### src/rtl/bird_physics_if.sv
// Signal bundle between the VGA timing/input side and the bird physics block.
// vsync and flap are plain level inputs; bird_x, bird_y and game_state are registered outputs.
interface bird_physics_if;
   logic       vsync;
   logic       flap;
   logic [9:0] bird_x;
   logic [9:0] bird_y;
   logic [1:0] game_state;

   modport master (
      output vsync,
      output flap,
      input  bird_x,
      input  bird_y,
      input  game_state
   );

   modport slave (
      input  vsync,
      input  flap,
      output bird_x,
      output bird_y,
      output game_state
   );
endinterface

### src/rtl/bird_physics.sv
// Frame-stepped vertical bird motion: gravity, flap impulse, ceiling clamp, floor death.
// One position/velocity step per vsync falling edge; game_state doubles as the FSM debug view.
module bird_physics #(
   parameter int BIRD_X   = 100,
   parameter int Y_START  = 230,
   parameter int Y_FLOOR  = 460,
   parameter int GRAVITY  = 1,
   parameter int FLAP_VEL = -8,
   parameter int VMAX     = 10
) (
   input logic           dclk,
   input logic           clr_n,
   bird_physics_if.slave vs
);

   typedef enum logic [1:0] {
      ST_IDLE    = 2'd0,
      ST_PLAYING = 2'd1,
      ST_DEAD    = 2'd2
   } state_e;

   localparam logic        [9:0]  Y_START_V  = 10'(Y_START);
   localparam logic        [9:0]  Y_FLOOR_V  = 10'(Y_FLOOR);
   localparam logic signed [10:0] Y_FLOOR_11 = 11'(Y_FLOOR);
   localparam logic signed [5:0]  FLAP_V     = 6'(FLAP_VEL);
   localparam logic signed [6:0]  GRAV_7     = 7'(GRAVITY);
   localparam logic signed [6:0]  VMAX_7     = 7'(VMAX);

   state_e             state_q, state_d;
   logic        [9:0]  bird_y_q, bird_y_d;
   logic signed [5:0]  vel_q, vel_d;
   logic               pending_q, pending_d;
   logic               flap_s1_q, flap_s2_q, flap_prev_q;
   logic               vsync_dly_q;

   logic               flap_edge;
   logic               tick;
   logic               load_flap;
   logic signed [10:0] y_new;
   logic signed [6:0]  vel_inc;
   logic signed [5:0]  vel_grav;

   assign flap_edge = flap_s2_q & ~flap_prev_q;
   assign tick      = vsync_dly_q & ~vs.vsync;
   assign load_flap = pending_q | flap_edge;

   always_ff @(posedge dclk or negedge clr_n) begin
      if (!clr_n) begin
         flap_s1_q   <= 1'b0;
         flap_s2_q   <= 1'b0;
         flap_prev_q <= 1'b0;
         vsync_dly_q <= 1'b1;
      end else begin
         flap_s1_q   <= vs.flap;
         flap_s2_q   <= flap_s1_q;
         flap_prev_q <= flap_s2_q;
         vsync_dly_q <= vs.vsync;
      end
   end

   // Arithmetic is widened so the ceiling test sees a true negative and vel+GRAVITY cannot wrap.
   always_comb begin
      y_new    = $signed({1'b0, bird_y_q}) + {{5{vel_q[5]}}, vel_q};
      vel_inc  = {vel_q[5], vel_q} + GRAV_7;
      vel_grav = (vel_inc > VMAX_7) ? VMAX_7[5:0] : vel_inc[5:0];
   end

   always_comb begin
      state_d   = state_q;
      bird_y_d  = bird_y_q;
      vel_d     = vel_q;
      pending_d = pending_q;
      unique case (state_q)
         ST_IDLE: begin
            bird_y_d = Y_START_V;
            vel_d    = '0;
            if (flap_edge) begin
               state_d   = ST_PLAYING;
               vel_d     = FLAP_V;
               pending_d = 1'b0;
            end
         end
         ST_PLAYING: begin
            if (tick) begin
               pending_d = 1'b0;
               if (y_new < 0) begin
                  bird_y_d = '0;
                  vel_d    = load_flap ? FLAP_V : 6'sd0;
               end else if (y_new >= Y_FLOOR_11) begin
                  bird_y_d = Y_FLOOR_V;
                  vel_d    = '0;
                  state_d  = ST_DEAD;
               end else begin
                  bird_y_d = y_new[9:0];
                  vel_d    = load_flap ? FLAP_V : vel_grav;
               end
            end else if (flap_edge) begin
               pending_d = 1'b1;
            end
         end
         ST_DEAD: begin
            if (flap_edge) begin
               state_d   = ST_IDLE;
               bird_y_d  = Y_START_V;
               vel_d     = '0;
               pending_d = 1'b0;
            end
         end
         default: begin
            state_d   = ST_IDLE;
            bird_y_d  = Y_START_V;
            vel_d     = '0;
            pending_d = 1'b0;
         end
      endcase
   end

   always_ff @(posedge dclk or negedge clr_n) begin
      if (!clr_n) begin
         state_q   <= ST_IDLE;
         bird_y_q  <= Y_START_V;
         vel_q     <= '0;
         pending_q <= 1'b0;
      end else begin
         state_q   <= state_d;
         bird_y_q  <= bird_y_d;
         vel_q     <= vel_d;
         pending_q <= pending_d;
      end
   end

   assign vs.bird_x     = 10'(BIRD_X);
   assign vs.bird_y     = bird_y_q;
   assign vs.game_state = state_q;

endmodule

### src/flat_wrapper.sv
// flat-port wrapper written by rule: the top's interface ports become plain ports
module bird_physics_flat 
#(
   parameter int BIRD_X   = 100,
   parameter int Y_START  = 230,
   parameter int Y_FLOOR  = 460,
   parameter int GRAVITY  = 1,
   parameter int FLAP_VEL = -8,
   parameter int VMAX     = 10
)
  (dclk, clr_n, vs_vsync, vs_flap, vs_bird_x, vs_bird_y, vs_game_state);
  bird_physics_if vs_i ();
  input logic dclk;
  input logic clr_n;
  input wire logic [$bits(vs_i.vsync)-1:0] vs_vsync;
  input wire logic [$bits(vs_i.flap)-1:0] vs_flap;
  output wire logic [$bits(vs_i.bird_x)-1:0] vs_bird_x;
  output wire logic [$bits(vs_i.bird_y)-1:0] vs_bird_y;
  output wire logic [$bits(vs_i.game_state)-1:0] vs_game_state;
  assign vs_i.vsync = vs_vsync;
  assign vs_i.flap = vs_flap;
  assign vs_bird_x = vs_i.bird_x;
  assign vs_bird_y = vs_i.bird_y;
  assign vs_game_state = vs_i.game_state;
  bird_physics #(.BIRD_X(BIRD_X), .Y_START(Y_START), .Y_FLOOR(Y_FLOOR), .GRAVITY(GRAVITY), .FLAP_VEL(FLAP_VEL), .VMAX(VMAX)) u_core (.dclk(dclk), .clr_n(clr_n), .vs(vs_i));
endmodule
### config.mk
export PLATFORM = sky130hd
export DESIGN_NAME = bird_physics_flat
export DESIGN_NICKNAME = d
export VERILOG_FILES = /design/src/rtl/bird_physics_if.sv /design/src/rtl/bird_physics.sv /design/src/flat_wrapper.sv
export SDC_FILE = /design/constraint.sdc
export NUM_CORES = 1
export LEC_CHECK = 0
export BUFFER_PORTS_ARGS = -buffer_cell sky130_fd_sc_hd__buf_4
export CAP_MARGIN = 5
export CELL_PAD_IN_SITES_DETAIL_PLACEMENT = 0
export CELL_PAD_IN_SITES_GLOBAL_PLACEMENT = 1
export CORE_MARGIN = 2
export CORE_UTILIZATION = 47
export DETAILED_ROUTE_END_ITERATION = 8
export PLACE_DENSITY = 0.91
export RECOVER_POWER = 100
export SETUP_SLACK_MARGIN = 0.1
export SLEW_MARGIN = 20
export SYNTH_ARGS = -nofsm -noshare
export SYNTH_HDL_FRONTEND = slang
export SYNTH_SLANG_ARGS = --single-unit
### constraint.sdc
create_clock -name dclk -period 5.4 [get_ports dclk]
set_input_delay 1.35 -clock dclk [delete_from_list [all_inputs] [get_ports dclk]]
set_output_delay 1.35 -clock dclk [all_outputs]
set_load 0.01 [all_outputs]
==> impl_metrics.json <==
{
  "num_vias": 1580,
  "post_cts_buffers": 0,
  "clkLatencyLatePin_ns": 0.27,
  "area_delta_synth_final_pct": 6.13,
  "dpl.hpwl_um": 3120,
  "netlist.area_leader.share": 0.234,
  "worstPathArrival_ns": 3.62,
  "ant_nets": 0,
  "fin_ws_ns": 1.96,
  "stdcell_count": 261,
  "fin_tns_setup_ns": 0,
  "status": "complete, no violations",
  "cts_tree": "built",
  "yosys_warnings": 0,
  "ios": 26,
  "end_kind": "register",
  "rrSetupSlack_ns": 1.96,
  "pwr-share-clk": 0.085,
  "rows": 22,
  "relSlewSlack": 0.180,
  "avgSynthCellArea_sq_um": 9.18,
  "pre_cts_slack_ns": 2.34,
  "grt_max_degree": 24,
  "skew_ns": 0.00485,
  "ir_worst_vdd_mv": 0.324,
  "fp.dieH_um": 66.2,
  "dieArea_sq_um": 4380,
  "fin_crit_ns": 3.44,
  "max-cap-violations": 0,
  "seq_power_share": 0.231,
  "initialDrtViolationCount": 106,
  "critPathLaunchType": "register",
  "netlist_instances": 198,
  "slew_violations": 0,
  "layout_commonest_cell": "nand2_1",
  "hold_viol": 0,
  "p_switching_uw": 655,
  "dieWidth_um": 66.2,
  "vias_per_cell": 6.05,
  "cts_buffer_depth": 2,
  "fmax_mhz": 290,
  "gp_congestion": 0.846,
  "intPower_uw": 651,
  "core_sq_um": 3690,
  "drive_above_1_share": 0.103,
  "synth.largest_area_cell": "dfrtp_1",
  "pwr-share-comb": 0.685,
  "grt_use_total": 0.203,
  "hold_buffers": 0,
  "cp.required_ns": 5.58,
  "rsz0062_at_grt": "no",
  "synth_cell_types": 61,
  "reg2reg_from": "u_core.vel_q[0]",
  "ys_seq_area_frac": 0.321,
  "synth_area_leaders": "dfrtp_1, dfstp_2, ha_1, a21oi_1, buf_4",
  "p_leak_uw": 0.000833,
  "setup_viol": 0,
  "synth_seq_cells": 23,
  "grt_pass1_vias": 1412,
  "syn_area_sq_um": 1820,
  "wl_per_cell_um": 15.6,
  "drc": 0,
  "power.total_uw": 1310,
  "finish.net_count": 231,
  "cts_buffers": 3,
  "crit_chain": "ha_1 -> fa_1 -> a211oi_1 -> o211ai_1 -> mux2i_1 -> or2_2 -> a311oi_1 -> nand2_1 -> o31ai_2",
  "numClockSinks": 23,
  "n_antenna_cell": 0,
  "clkTransAtPathRegs_ns": 0.09,
  "grt.overflow.total": 0,
  "fin_util": 0.523,
  "grt_pass1_wl_um": 6880,
  "hp-start": "u_core.flap_s1_q",
  "cts_htree_levels": 1,
  "post-route-period-util": 0.638,
  "worstMarginPinSlew_ns": 1.23,
  "port-buffer-count": 15,
  "hp-class": "register to register",
  "first_pass_iters": 4,
  "cts-root-buf": "clkbuf_8",
  "start_util": 0.493,
  "cts_resized": 0,
  "powerDensity_nw_per_um2": 677,
  "antenna_found_initial": 0,
  "slowest_delay_ns": 0.56,
  "synth_edf_count": 0,
  "async_flop_share": 1.00,
  "numPlacedInstances": 257,
  "final_cell_mix": "nand2_1, dfrtp_1, nor2_1, a21oi_1, ha_1",
  "cpMaxStageDelayCell": "a311oi_1",
  "wl_um": 4060,
  "critPathLaunch": "u_core.vel_q[0]",
  "cp_max_fo": 9,
  "criticalPathCategory": "register to register",
  "swShare": 0.501,
  "synth_ff_type": "dfrtp_1"
}
-- synth_stat cells (2+ instances only) --
| cell type | number |
|---|---|
| a211oi_1 | 2 |
| a21boi_0 | 2 |
| a21o_1 | 2 |
| a21oi_1 | 15 |
| a22o_1 | 4 |
| a32o_1 | 2 |
| and2_1 | 3 |
| and4_1 | 2 |
| buf_4 | 10 |
| conb_1 | 2 |
| dfrtp_1 | 17 |
| dfstp_2 | 6 |
| ha_1 | 12 |
| inv_1 | 4 |
| nand2_1 | 18 |
| nand3_1 | 7 |
| nand3b_1 | 2 |
| nor2_1 | 15 |
| nor2b_1 | 6 |
| nor3_1 | 3 |
| nor3b_1 | 2 |
| o211ai_1 | 6 |
| o21a_1 | 3 |
| o21ai_0 | 7 |
| o221ai_1 | 2 |
| o311ai_0 | 2 |
| or2b_1 | 2 |
| or3_1 | 3 |
| xnor2_1 | 3 |
| xor2_1 | 3 |
-- registers in the layout, indices dropped and copies added (netlist names) --
| name | count |
|---|---|
| u_core.flap_prev_q | 1 |
| u_core.pending_q | 1 |
| u_core.vs.bird_y | 10 |
| u_core.vsync_dly_q | 1 |
| u_core.vel_q | 6 |
| u_core.flap_s1_q | 1 |
| u_core.flap_s2_q | 1 |
| u_core.vs.game_state | 2 |
-- logic make-up (layout without fill, tap and decap cells) --
kind of cell,after synthesis,in the layout,synth area share
and+or+nand+nor,72,72,0.211
other,2,10,0.00413
xor gates and xnor gates,6,6,0.0289
buffers and inverters,17,24,0.0599
AOI/OAI and AO/OA,63,63,0.270
adders and majority gates,13,13,0.0936
muxes,2,2,0.0117
DFF,23,23,0.321
-- metal layers --
| metal | vias up | wire, um | global-route usage |
|---|---|---|---|
| met5 | - | 0 | 0 |
| met3 | 2 | 348 | 0.0358 |
| li1 | 754 | - | - |
| met1 | 749 | 1910 | 0.299 |
| met2 | 75 | 1790 | 0.320 |
| met4 | 0 | 12 | 0.0230 |
-- layout make-up --
class	instances	area, sq um
Clock inverter	1	7.51
Sequential cell	23	583
Inverter	5	18.8
Clock buffer	3	41.3
Multi-Input combinational cell	166	1140
Timing Repair Buffer	15	78.8
Tap cell	48	60.1
Fill cell	365	1760
-- critical path: cells and delay by family, from the launching register on --
kind / cells / cell delay, ns
multiplexers: 1 / 0.19
AO/OA/AOI/OAI: 4 / 1.50
flip-flops: 1 / 0.49
adder cells (fa/ha/maj): 2 / 0.67
AND/OR/NAND/NOR: 2 / 0.51
-- metrics by stage --
stage               instance area, sq um  hold WS [ns]
finish                              1930         0.355
global route                        1930         0.365
CTS                                 1980         0.359
detailed placement                  1930         0.337
global placement                    1930         0.335
floorplan                           1850         0.331
-- final timing paths --
path	to	cells past startpoint
max	u_core.vel_q[0]	9
min	u_core.flap_s2_q	0
max reg2reg	u_core.vel_q[0]	9
min reg2reg	u_core.flap_s2_q	0
max in group asynchronous	u_core.vel_q[3]	1
min in group asynchronous	u_core.vs.game_state[1]	1
-- power by group through the flow --
stage / registers [uW] / logic (uW) / clock network (uW)
floorplan: 303 / 713 / 0
global placement: 310 / 913 / 0
detailed placement: 309 / 919 / 0
CTS: 306 / 925 / 116
global route: 309 / 994 / 124
finish: 302 / 894 / 111
Note: power is estimated with default switching activity, not from simulation.
